===== src/rtl/matmul_pkg.sv =====
// Shared types for the matrix-multiply sequencer:
// controller states, operand dimensions and a power-of-two modulo helper.
package matmul_pkg;

  localparam int DIM_W = 16;

  typedef enum logic [2:0] {
    IDLE,
    CHECK,
    START,
    RUN,
    DRAIN,
    FINISH
  } ctrl_state_t;

  typedef struct packed {
    logic [DIM_W-1:0] m;
    logic [DIM_W-1:0] n;
    logic [DIM_W-1:0] p;
  } mm_dims_t;

  // pow2 is a power of two, so the modulo is a low-bit mask
  function automatic logic is_mult(
    input logic [DIM_W-1:0] v,
    input int unsigned      pow2
  );
    return (v & DIM_W'(pow2 - 1)) == '0;
  endfunction

endpackage


===== src/rtl/matmul_controller_if.sv =====
// Dimension command handshake between the config
// module (master) and the matmul controller (slave).
interface matmul_controller_if;
  import matmul_pkg::*;

  logic             cfg_valid_i;
  logic             cfg_ready_o;
  logic [DIM_W-1:0] cfg_m_i;
  logic [DIM_W-1:0] cfg_n_i;
  logic [DIM_W-1:0] cfg_p_i;

  modport master (
    output cfg_valid_i,
    output cfg_m_i,
    output cfg_n_i,
    output cfg_p_i,
    input  cfg_ready_o
  );

  modport slave (
    input  cfg_valid_i,
    input  cfg_m_i,
    input  cfg_n_i,
    input  cfg_p_i,
    output cfg_ready_o
  );

endinterface


===== src/rtl/mm_dim_checker.sv =====
// Combinational check that a dimension command maps onto
// the systolic array: all dims non-zero, m and p tile-aligned.
module mm_dim_checker
  import matmul_pkg::*;
#(
  parameter int ARRAY_HEIGHT = 4,
  parameter int ARRAY_WIDTH  = 4
) (
  input  mm_dims_t i_dims,
  output logic     o_valid
);

  logic w_nonzero;
  logic w_aligned;

  assign w_nonzero = (i_dims.m != '0)
                  && (i_dims.n != '0)
                  && (i_dims.p != '0);

  assign w_aligned = is_mult(i_dims.m, ARRAY_HEIGHT)
                  && is_mult(i_dims.p, ARRAY_WIDTH);

  assign o_valid = w_nonzero && w_aligned;

endmodule


===== src/rtl/matmul_controller.sv =====
// Sequencer for one C = A * B pass: validate, start the
// address generators, run, drain the array, report done.
module matmul_controller
  import matmul_pkg::*;
#(
  parameter int ARRAY_HEIGHT = 4,
  parameter int ARRAY_WIDTH  = 4,
  parameter int DRAIN_CYCLES = ARRAY_HEIGHT + ARRAY_WIDTH,
  parameter int PERF_WIDTH   = 32
) (
  input  logic                  clk,
  input  logic                  reset_n,
  matmul_controller_if.slave    cfg,
  input  logic                  abort_i,
  output logic [DIM_W-1:0]      m_o,
  output logic [DIM_W-1:0]      n_o,
  output logic [DIM_W-1:0]      p_o,
  output logic                  gen_start_o,
  input  logic                  a_done_i,
  input  logic                  b_done_i,
  output logic                  array_clear_o,
  output logic                  array_en_o,
  output logic                  busy_o,
  output logic                  done_o,
  output logic                  err_o,
  output logic [PERF_WIDTH-1:0] perf_cycles_o
);

  localparam int DCW = $clog2(DRAIN_CYCLES + 1);
  localparam logic [DCW-1:0] DRAIN_LOAD =
    DCW'(DRAIN_CYCLES - 1);
  localparam logic [PERF_WIDTH-1:0] PERF_MAX = '1;

  ctrl_state_t           r_state;
  ctrl_state_t           w_next;
  mm_dims_t              r_dims;
  logic                  r_a_seen;
  logic                  r_b_seen;
  logic [PERF_WIDTH-1:0] r_cnt;
  logic [PERF_WIDTH-1:0] r_perf;
  logic [DCW-1:0]        r_drain;

  logic                  w_accept;
  logic                  w_abort;
  logic                  w_dims_ok;
  logic                  w_both_done;
  logic [PERF_WIDTH-1:0] w_cnt_inc;

  mm_dim_checker #(
    .ARRAY_HEIGHT(ARRAY_HEIGHT),
    .ARRAY_WIDTH (ARRAY_WIDTH)
  ) u_chk (
    .i_dims (r_dims),
    .o_valid(w_dims_ok)
  );

  assign w_accept = cfg.cfg_valid_i && (r_state == IDLE);
  assign w_abort  = abort_i && (r_state != IDLE);

  assign w_both_done = (r_a_seen || a_done_i)
                    && (r_b_seen || b_done_i);

  assign w_cnt_inc = (r_cnt == PERF_MAX) ?
    r_cnt : r_cnt + PERF_WIDTH'(1);

  always_ff @(posedge clk or negedge reset_n) begin
    if (!reset_n) r_state <= IDLE;
    else          r_state <= w_next;
  end

  always_comb begin
    w_next = r_state;
    if (w_abort) begin
      w_next = IDLE;
    end else begin
      unique case (r_state)
        IDLE:    if (w_accept) w_next = CHECK;
        CHECK:   w_next = w_dims_ok ? START : IDLE;
        START:   w_next = RUN;
        RUN:     if (w_both_done) w_next = DRAIN;
        DRAIN:   if (r_drain == '0) w_next = FINISH;
        FINISH:  w_next = IDLE;
        default: w_next = IDLE;
      endcase
    end
  end

  // done_o and err_o are gated by abort in the same cycle
  always_comb begin
    cfg.cfg_ready_o = 1'b0;
    gen_start_o     = 1'b0;
    array_clear_o   = 1'b0;
    array_en_o      = 1'b0;
    done_o          = 1'b0;
    err_o           = 1'b0;
    unique case (r_state)
      IDLE:  cfg.cfg_ready_o = 1'b1;
      CHECK: err_o = !w_dims_ok && !abort_i;
      START: begin
        gen_start_o   = 1'b1;
        array_clear_o = 1'b1;
      end
      RUN:    array_en_o = 1'b1;
      DRAIN:  array_en_o = 1'b1;
      FINISH: done_o = !abort_i;
      default: ;
    endcase
  end

  always_ff @(posedge clk or negedge reset_n) begin
    if (!reset_n) begin
      r_dims   <= '0;
      r_a_seen <= 1'b0;
      r_b_seen <= 1'b0;
      r_cnt    <= '0;
      r_perf   <= '0;
      r_drain  <= '0;
    end else begin
      if (w_accept) begin
        r_dims <= '{m: cfg.cfg_m_i,
                    n: cfg.cfg_n_i,
                    p: cfg.cfg_p_i};
      end

      if (w_abort || r_state == START) begin
        r_a_seen <= 1'b0;
        r_b_seen <= 1'b0;
      end else if (r_state == RUN) begin
        if (a_done_i) r_a_seen <= 1'b1;
        if (b_done_i) r_b_seen <= 1'b1;
      end

      // counts START through the current cycle
      if (r_state == START) begin
        r_cnt <= PERF_WIDTH'(1);
      end else if (r_state == RUN || r_state == DRAIN) begin
        r_cnt <= w_cnt_inc;
      end

      if (r_state == RUN) begin
        r_drain <= DRAIN_LOAD;
      end else if (r_state == DRAIN && r_drain != '0) begin
        r_drain <= r_drain - DCW'(1);
      end

      if (r_state == FINISH && !abort_i) begin
        r_perf <= w_cnt_inc;
      end
    end
  end

  assign busy_o        = (r_state != IDLE);
  assign m_o           = r_dims.m;
  assign n_o           = r_dims.n;
  assign p_o           = r_dims.p;
  assign perf_cycles_o = r_perf;

endmodule


===== src/flat_wrapper.sv =====
// flat-port wrapper written by rule: the top's interface ports become plain ports
module matmul_controller_flat import matmul_pkg::*;
#(
  parameter int ARRAY_HEIGHT = 4,
  parameter int ARRAY_WIDTH  = 4,
  parameter int DRAIN_CYCLES = ARRAY_HEIGHT + ARRAY_WIDTH,
  parameter int PERF_WIDTH   = 32
)
  (clk, reset_n, abort_i, m_o, n_o, p_o, gen_start_o, a_done_i, b_done_i, array_clear_o, array_en_o, busy_o, done_o, err_o, perf_cycles_o, cfg_cfg_valid_i, cfg_cfg_m_i, cfg_cfg_n_i, cfg_cfg_p_i, cfg_cfg_ready_o);
  matmul_controller_if cfg_i ();
  input  logic clk;
  input  logic reset_n;
  input  logic abort_i;
  output logic [DIM_W-1:0] m_o;
  output logic [DIM_W-1:0] n_o;
  output logic [DIM_W-1:0] p_o;
  output logic gen_start_o;
  input  logic a_done_i;
  input  logic b_done_i;
  output logic array_clear_o;
  output logic array_en_o;
  output logic busy_o;
  output logic done_o;
  output logic err_o;
  output logic [PERF_WIDTH-1:0] perf_cycles_o;
  input wire logic [$bits(cfg_i.cfg_valid_i)-1:0] cfg_cfg_valid_i;
  input wire logic [$bits(cfg_i.cfg_m_i)-1:0] cfg_cfg_m_i;
  input wire logic [$bits(cfg_i.cfg_n_i)-1:0] cfg_cfg_n_i;
  input wire logic [$bits(cfg_i.cfg_p_i)-1:0] cfg_cfg_p_i;
  output wire logic [$bits(cfg_i.cfg_ready_o)-1:0] cfg_cfg_ready_o;
  assign cfg_i.cfg_valid_i = cfg_cfg_valid_i;
  assign cfg_i.cfg_m_i = cfg_cfg_m_i;
  assign cfg_i.cfg_n_i = cfg_cfg_n_i;
  assign cfg_i.cfg_p_i = cfg_cfg_p_i;
  assign cfg_cfg_ready_o = cfg_i.cfg_ready_o;
  matmul_controller #(.ARRAY_HEIGHT(ARRAY_HEIGHT), .ARRAY_WIDTH(ARRAY_WIDTH), .DRAIN_CYCLES(DRAIN_CYCLES), .PERF_WIDTH(PERF_WIDTH)) u_core (.clk(clk), .reset_n(reset_n), .cfg(cfg_i), .abort_i(abort_i), .m_o(m_o), .n_o(n_o), .p_o(p_o), .gen_start_o(gen_start_o), .a_done_i(a_done_i), .b_done_i(b_done_i), .array_clear_o(array_clear_o), .array_en_o(array_en_o), .busy_o(busy_o), .done_o(done_o), .err_o(err_o), .perf_cycles_o(perf_cycles_o));
endmodule

===== config.mk =====
export PLATFORM = sky130hd
export DESIGN_NAME = matmul_controller_flat
export DESIGN_NICKNAME = d
export VERILOG_FILES = /design/src/rtl/matmul_pkg.sv /design/src/rtl/matmul_controller_if.sv /design/src/rtl/mm_dim_checker.sv /design/src/rtl/matmul_controller.sv /design/src/flat_wrapper.sv
export SDC_FILE = /design/constraint.sdc
export NUM_CORES = 1
export LEC_CHECK = 0
export BUFFER_PORTS_ARGS = -buffer_cell sky130_fd_sc_hd__buf_2
export CAP_MARGIN = 5
export CORE_ASPECT_RATIO = 1.25
export CORE_MARGIN = 1.5
export CORE_UTILIZATION = 50
export CTS_BUF_LIST = sky130_fd_sc_hd__clkbuf_4
export CTS_CLUSTER_DIAMETER = 80
export CTS_CLUSTER_SIZE = 24
export DETAILED_ROUTE_END_ITERATION = 8
export GPL_ROUTABILITY_DRIVEN = 0
export PLACE_DENSITY_LB_ADDON = 0.3
export SETUP_SLACK_MARGIN = 0.15
export SYNTH_ARGS = -nofsm -noshare
export SYNTH_HDL_FRONTEND = slang
export SYNTH_SLANG_ARGS = --single-unit

===== constraint.sdc =====
create_clock -name clk -period 2 [get_ports clk]
set_input_delay 0.2 -clock clk [delete_from_list [all_inputs] [get_ports clk]]
set_output_delay 0.2 -clock clk [all_outputs]
set_load 0.02 [all_outputs]

==> flow_summary.yaml, run 1 <==
run_status:
  outcome: "finished, violations left"
  violations: "negative setup slack"
synth:
  syn_avg_cell_area_um2: 10.4
  synth_area_um2: 5770
  synthAdderAreaFrac: 0.00608
  yosys.area.top_type_share: 0.525
  synth_cells: 556
  synth_compound_area_frac: 0.120
  synth_warnings: 0
  yosys.area_share.simple: 0.167
  synth_top_family_by_area: "simple AND/OR/NAND/NOR gates"
  synth-seq-cells: 121
  synth.area.top_cells: "dfrtp_1 53%, mux2_2 9.4%, a21oi_1 4.9%"
  async_flop_share: 1.00
  yosysSeqAreaShare: 0.525
  synth.area.mux_share: 0.0981
  yosys.area.top_type: "dfrtp_1"
  synth_xor_area_frac: 0.0486
  synth.distinct_cells: 56
  synth_fp_nets: 612
  ys.flop_type: "dfrtp_1"
  synth_enable_flop_cells: 0
sta:
  clock_skew_ps: 22.8
  report.final.slew_viol_count: 0
  setup_slack_ps: -467
  finalSetupTns_ps: -2830
  setup_viol: 46
  rsz0062_at_grt: "yes"
  worst_pin_slew_ps: 586
  fin_crit_sh: 1.23
  period_needed_ps: 2470
  final_hold_viol_count: 0
  max_freq_mhz: 405
  max-slew-margin-rel: 0.609
drt:
  drt-total-wl_um: 27200
  vias: 6813
  route.detailed.drc: 0
  wl_per_cell_um: 26.6
  detail-route-antenna-nets: 0
  drtIter0Drc: 780
  viasPerCell: 6.67
  drtPass1Iterations: 7
clocking:
  ctsHtreeMaxLevel: 4
  clockBufferDepth: 2
  clock_sinks: 121
  cts_buffers: 17
  clk_latency_ps: 580
  tritoncts: "yes"
  clockRootBuffer: "clkbuf_4"
  path_clk_slew_ps: 150
placed_design:
  placedCellCount: 852
  dp_hpwl_um: 10300
  numPortBuffers: 140
  placed_area_um2: 7050
cells_and_area:
  fin_util: 0.869
  syn2layout_area_growth_pct: 68.7
  fillers: 440
  final_design_area_no_fill_um2: 9730
  insertedDiodeCount: 0
  fin_nets: 930
  layout.cells.non_filler: 1022
  drive_gt1_frac: 0.548
critical_path:
  reg2reg_depth: 8
  crit_path_max_fanout: 3
  worst_setup_path_end_kind: "output port"
  crit_start: "u_core.m_o[10]"
  required_ps: 1800
  critPathKind: "register to output port"
  r2r_end: "u_core.r_cnt[13]"
  critPathLaunchType: "register"
  r2r_start: "u_core.r_cnt[27]"
  reg2reg_setup_slack_ps: -230
  arrival_ps: 2270
power:
  power-per-cell-area_nw_per_um2: 1170
  finalPower_uw: 11400
  p_leak_uw: 0.00445
  peakVddDrop_mv: 1.29
global_routing:
  groute.usage.overall: 0.331
  grt_max_degree: 49
  grt_pass1_wl_um: 31100
  overflow: 0
  grt_pass1_vias: 6152
  antenna_found_initial: 0
floorplan:
  coreArea_um2: 11200
  ios: 141
  row_count: 43
  die_area_um2: 12200
  die-width_um: 99.1
  start_util: 0.515
  fp.dieH_um: 123
job:
  maxCapViolCount: 0
min_path:
  hold_class: "primary input to asynchronous set/reset pin"
through the flow:
step                hold WS [ps]  setup slack, ps
floorplan                  -95.6              117
global placement             217             78.3
detailed placement           220            -19.7
CTS                          106             -234
global route                 172             -446
finish                       147             -467
critical path, cell delays in order, from the launching register on:
cell,delay (ps)
dfrtp_1,450
nor4_1,470
nand4_1,220
nand4_1,190
and4b_1,230
buf_6,130
synthesized netlist by cell type (7+ instances only):
| master | count |
|---|---|
| mux2_2 | 48 |
| a31oi_1 | 18 |
| nor2_1 | 55 |
| a21oi_1 | 57 |
| xor2_1 | 8 |
| xnor2_1 | 24 |
| nor3_1 | 12 |
| nor4_1 | 12 |
| nand3_1 | 11 |
| o21ai_0 | 22 |
| dfrtp_1 | 121 |
| nand4_1 | 11 |
| inv_1 | 16 |
| clkbuf_1 | 24 |
| or3_1 | 7 |
| nand2_1 | 31 |
cell type report:
| type | instances | area [µm²] | area share |
|---|---|---|---|
| clock buffers | 17 | 128 | 0.0131 |
| multi-input cells | 386 | 3410 | 0.351 |
| repair buffers | 331 | 2760 | 0.284 |
| flip-flops and latches | 121 | 3040 | 0.312 |
| inverters | 17 | 66.3 | 0.00682 |
| well taps | 135 | 169 | 0.0174 |
| clock inverters | 15 | 158 | 0.0162 |
timing repair:
action,4_1_cts,5_1_grt
pin swaps,64,75
setup buffers,42,34
hold buffers,52,0
endpoints found under the setup margin,54,114
gates cloned,3,7
endpoints found under the hold margin,90,0
resized for setup,114,141
where the power goes:
| part | leakage, µW | internal [µW] | switching, µW |
|---|---|---|---|
| combinational | 0.00278 | 2340 | 2930 |
| sequential | 0.00153 | 3280 | 949 |
| clock | 0.000143 | 665 | 1230 |
| total | 0.00445 | 6290 | 5100 |
flip-flops by register name (all words and copies together) (netlist names):
register and count:
u_core.n_o 16, u_core.r_a_seen 1, u_core.p_o 16, u_core.r_state 3, u_core.r_b_seen 1, u_core.r_drain 4
u_core.r_cnt 32, u_core.m_o 16, u_core.perf_cycles_o 32
cell families (layout without fill, tap and decap cells):
kind of cell	Yosys count	after routing
fa+ha+maj	3	3
mux	50	50
compound gates	120	120
simple gates	181	181
xor+xnor	32	32
buf+inv	49	380
flops	121	121
layer usage:
layer	GRT usage	routed length, µm	vias up
met5	0	0	-
met4	0.170	2610	0
met3	0.0955	3110	250
met2	0.580	12700	729
met1	0.368	8720	3206
li1	-	-	2628
cells in the final DEF (no fill, tap or decap), drive strengths merged, types with 2 or more instances in the layout:
cell | Yosys | layout
or2 | 6 | 6
o31ai | 5 | 5
nand4 | 12 | 12
xor2 | 8 | 8
ha | 2 | 2
a22oi | 2 | 2
bufbuf | 0 | 2
nor4 | 14 | 14
clkinvlp | 0 | 4
or3 | 9 | 9
nand3 | 13 | 13
and4 | 6 | 6
mux2 | 49 | 49
a31oi | 19 | 19
o21ai | 23 | 23
and2 | 5 | 5
a21oi | 57 | 57
nor2 | 56 | 56
and3 | 5 | 5
a22o | 4 | 4
o211ai | 4 | 4
nor2b | 2 | 2
dlygate4sd3 | 0 | 52
clkinv | 1 | 2
or4 | 2 | 2
nand2b | 2 | 2
nand2 | 33 | 33
nor3 | 12 | 12
o22ai | 3 | 3
inv | 16 | 25
clkbuf | 25 | 22
buf | 7 | 272
dfrtp | 121 | 121
xnor2 | 24 | 24
worst max-delay path by stage:
stage	cells past startpoint	slack [ps]	end
final	5	-470	err_o
after detailed placement	6	-20	u_core.r_cnt[14]
after floorplan	6	120	u_core.perf_cycles_o[0]
after global routing	5	-450	err_o
after global placement	7	80	u_core.perf_cycles_o[20]
after CTS	5	-230	err_o
Note: power is estimated with default switching activity, not from simulation.
==> run 2, diff against run 1 <==
--- a/config.mk
+++ b/config.mk
@@ -15,7 +15,7 @@
 export CTS_CLUSTER_SIZE = 24
 export DETAILED_ROUTE_END_ITERATION = 8
 export GPL_ROUTABILITY_DRIVEN = 0
-export PLACE_DENSITY_LB_ADDON = 0.3
+export PLACE_DENSITY = 0.81
 export SETUP_SLACK_MARGIN = 0.15
 export SYNTH_ARGS = -nofsm -noshare
 export SYNTH_HDL_FRONTEND = slang
==> run 2 against run 1 <==
Net effect: the run still ends with negative setup slack left; die area is the same; first-iteration DRC count grew 5.9%; maximum frequency grew 5.5%; combinational power grew 4.6%; core utilization grew 0.59 points; sequential cell count is the same; hold slack lost 12 ps; non-clock buffer count grew 1; worst setup slack gained 130 ps; routed wire length grew 0.51%; critical path type unchanged; highest routed layer unchanged.
==> flow_summary.yaml, run 2 (synthesis gave the netlist of run 1 again) <==
run_status:
  outcome: "finished, violations left"
  violations: "negative setup slack"
cells_and_area:
  syn2layout_area_growth_pct: 69.8
  fillers: 465
  fin_nets: 932
  drive_gt1_frac: 0.546
  fin_util: 0.875
  final_cell_mix: "132 x buf_2, 115 x dfrtp_1, 88 x buf_4"
  insertedDiodeCount: 0
  final_common_cell: "buf_2"
  layout.cells.non_filler: 1023
clocking:
  clk_latency_ps: 590
  clock_sinks: 121
  path_clk_slew_ps: 120
  tritoncts: "yes"
  cts_buffers: 17
  clockBufferDepth: 2
  ctsHtreeMaxLevel: 4
  clockRootBuffer: "clkbuf_4"
global_routing:
  grt_pass1_vias: 6126
  overflow: 0
  grt_pass1_wl_um: 31400
  antenna_found_initial: 0
  grt_max_degree: 58
  groute.usage.overall: 0.339
critical_path:
  arrival_ps: 2140
  cp_slowest_cell: "nor4_1"
  critPathLaunchType: "register"
  max_stage_delay_ps: 470
  worst_setup_path_end_kind: "output port"
  crit_chain: "nor4_1 > nand4_1 > nand4_1 > and4b_1 > buf_6"
  path_common_cell: "nand4_1"
  critPathKind: "register to output port"
  required_ps: 1800
  crit_path_max_fanout: 3
floorplan:
  coreArea_um2: 11200
  fp.dieH_um: 123
  die-width_um: 99.1
  start_util: 0.515
  ios: 141
  die_area_um2: 12200
  row_count: 43
drt:
  drtPass1Iterations: 6
  vias: 6711
  drtIter0Drc: 826
  route.detailed.drc: 0
  wl_per_cell_um: 26.7
  viasPerCell: 6.56
  drt-total-wl_um: 27300
  detail-route-antenna-nets: 0
sta:
  fin_crit_sh: 1.17
  report.final.slew_viol_count: 0
  setup_viol: 51
  max-slew-margin-rel: 0.657
  period_needed_ps: 2340
  max_freq_mhz: 428
  worst_pin_slew_ps: 515
  clock_skew_ps: 33.7
  finalSetupTns_ps: -3470
  rsz0062_at_grt: "yes"
  final_hold_viol_count: 0
  setup_slack_ps: -338
  hold_slack_ps: 135
power:
  power-per-cell-area_nw_per_um2: 1200
  p_leak_uw: 0.00452
  peakVddDrop_mv: 1.02
placed_design:
  place_ws_ps: -22.7
  placedCellCount: 852
  dp_hpwl_um: 10400
  numPortBuffers: 140
job:
  maxCapViolCount: 0
min_path:
  hold_class: "primary input to register"
run 2: changes by cell type in the layout (fill, tap and decap cells not counted), moves of 4 or more:
cell / previous run / this run
inv_6: 4 / 0
a21oi_1: 45 / 41
mux2_2: 15 / 1
inv_8: 4 / 0
o21ai_1: 16 / 11
o21ai_2: 2 / 7
clkbuf_4: 17 / 21
mux2_4: 34 / 48
clkinv_2: 0 / 4
run 2: critical path: cells and delay by family, from the launching register on:
kind                   cells  cell delay [ps]
buffers and inverters      1              120
flip-flops                 1              420
AND/OR/NAND/NOR            4             1020
run 2: what timing repair did:
item | 4_1_cts | 5_1_grt
cloned | 4 | 6
resized for setup | 149 | 126
endpoints found under the setup margin | 56 | 122
hold endpoints to repair | 172 | 0
setup buffers | 39 | 38
hold buffers | 54 | 0
pin swaps | 84 | 76
run 2: power by group:
part,switching [µW],internal [µW]
clock,1010,1030
combinational,2940,2580
sequential,918,3280
total,4860,6880
run 2: stage by stage:
step           area [µm²]  power (µW)
6_report             9790       11700
5_1_grt              9790       12100
4_1_cts              8830       10400
3_5_place_dp         7030        7690
3_3_place_gp         7030        7530
2_1_floorplan        5880        6250
run 2: path summary, 6_finish.rpt:
kind | startpoint | end | slack [ps] | cells past startpoint
max | u_core.n_o[1] | err_o | -340 | 5
min | cfg_cfg_valid_i | u_core.r_state[0] | 140 | 3
max reg2reg | u_core.n_o[1] | u_core.r_state[1] | -260 | 12
min reg2reg | u_core.perf_cycles_o[0] | u_core.perf_cycles_o[0] | 530 | 1
max in group asynchronous | reset_n | u_core.r_cnt[3] | 1230 | 3
min in group asynchronous | reset_n | u_core.r_state[1] | 180 | 3
run 2: final cells by class:
class / instances / area (µm²) / share of cell area
Multi-Input combinational cell: 387 / 3510 / 0.359
Sequential cell: 121 / 3040 / 0.310
Timing Repair Buffer: 332 / 2700 / 0.276
Tap cell: 135 / 169 / 0.0172
Clock buffer: 21 / 158 / 0.0161
Clock inverter: 10 / 151 / 0.0155
Inverter: 17 / 66.3 / 0.00677
run 2: per-layer routing:
layer / share of wire / GRT usage
met5: 0 / 0
met2: 0.49 / 0.614
met1: 0.32 / 0.368
met4: 0.097 / 0.158
met3: 0.096 / 0.0938
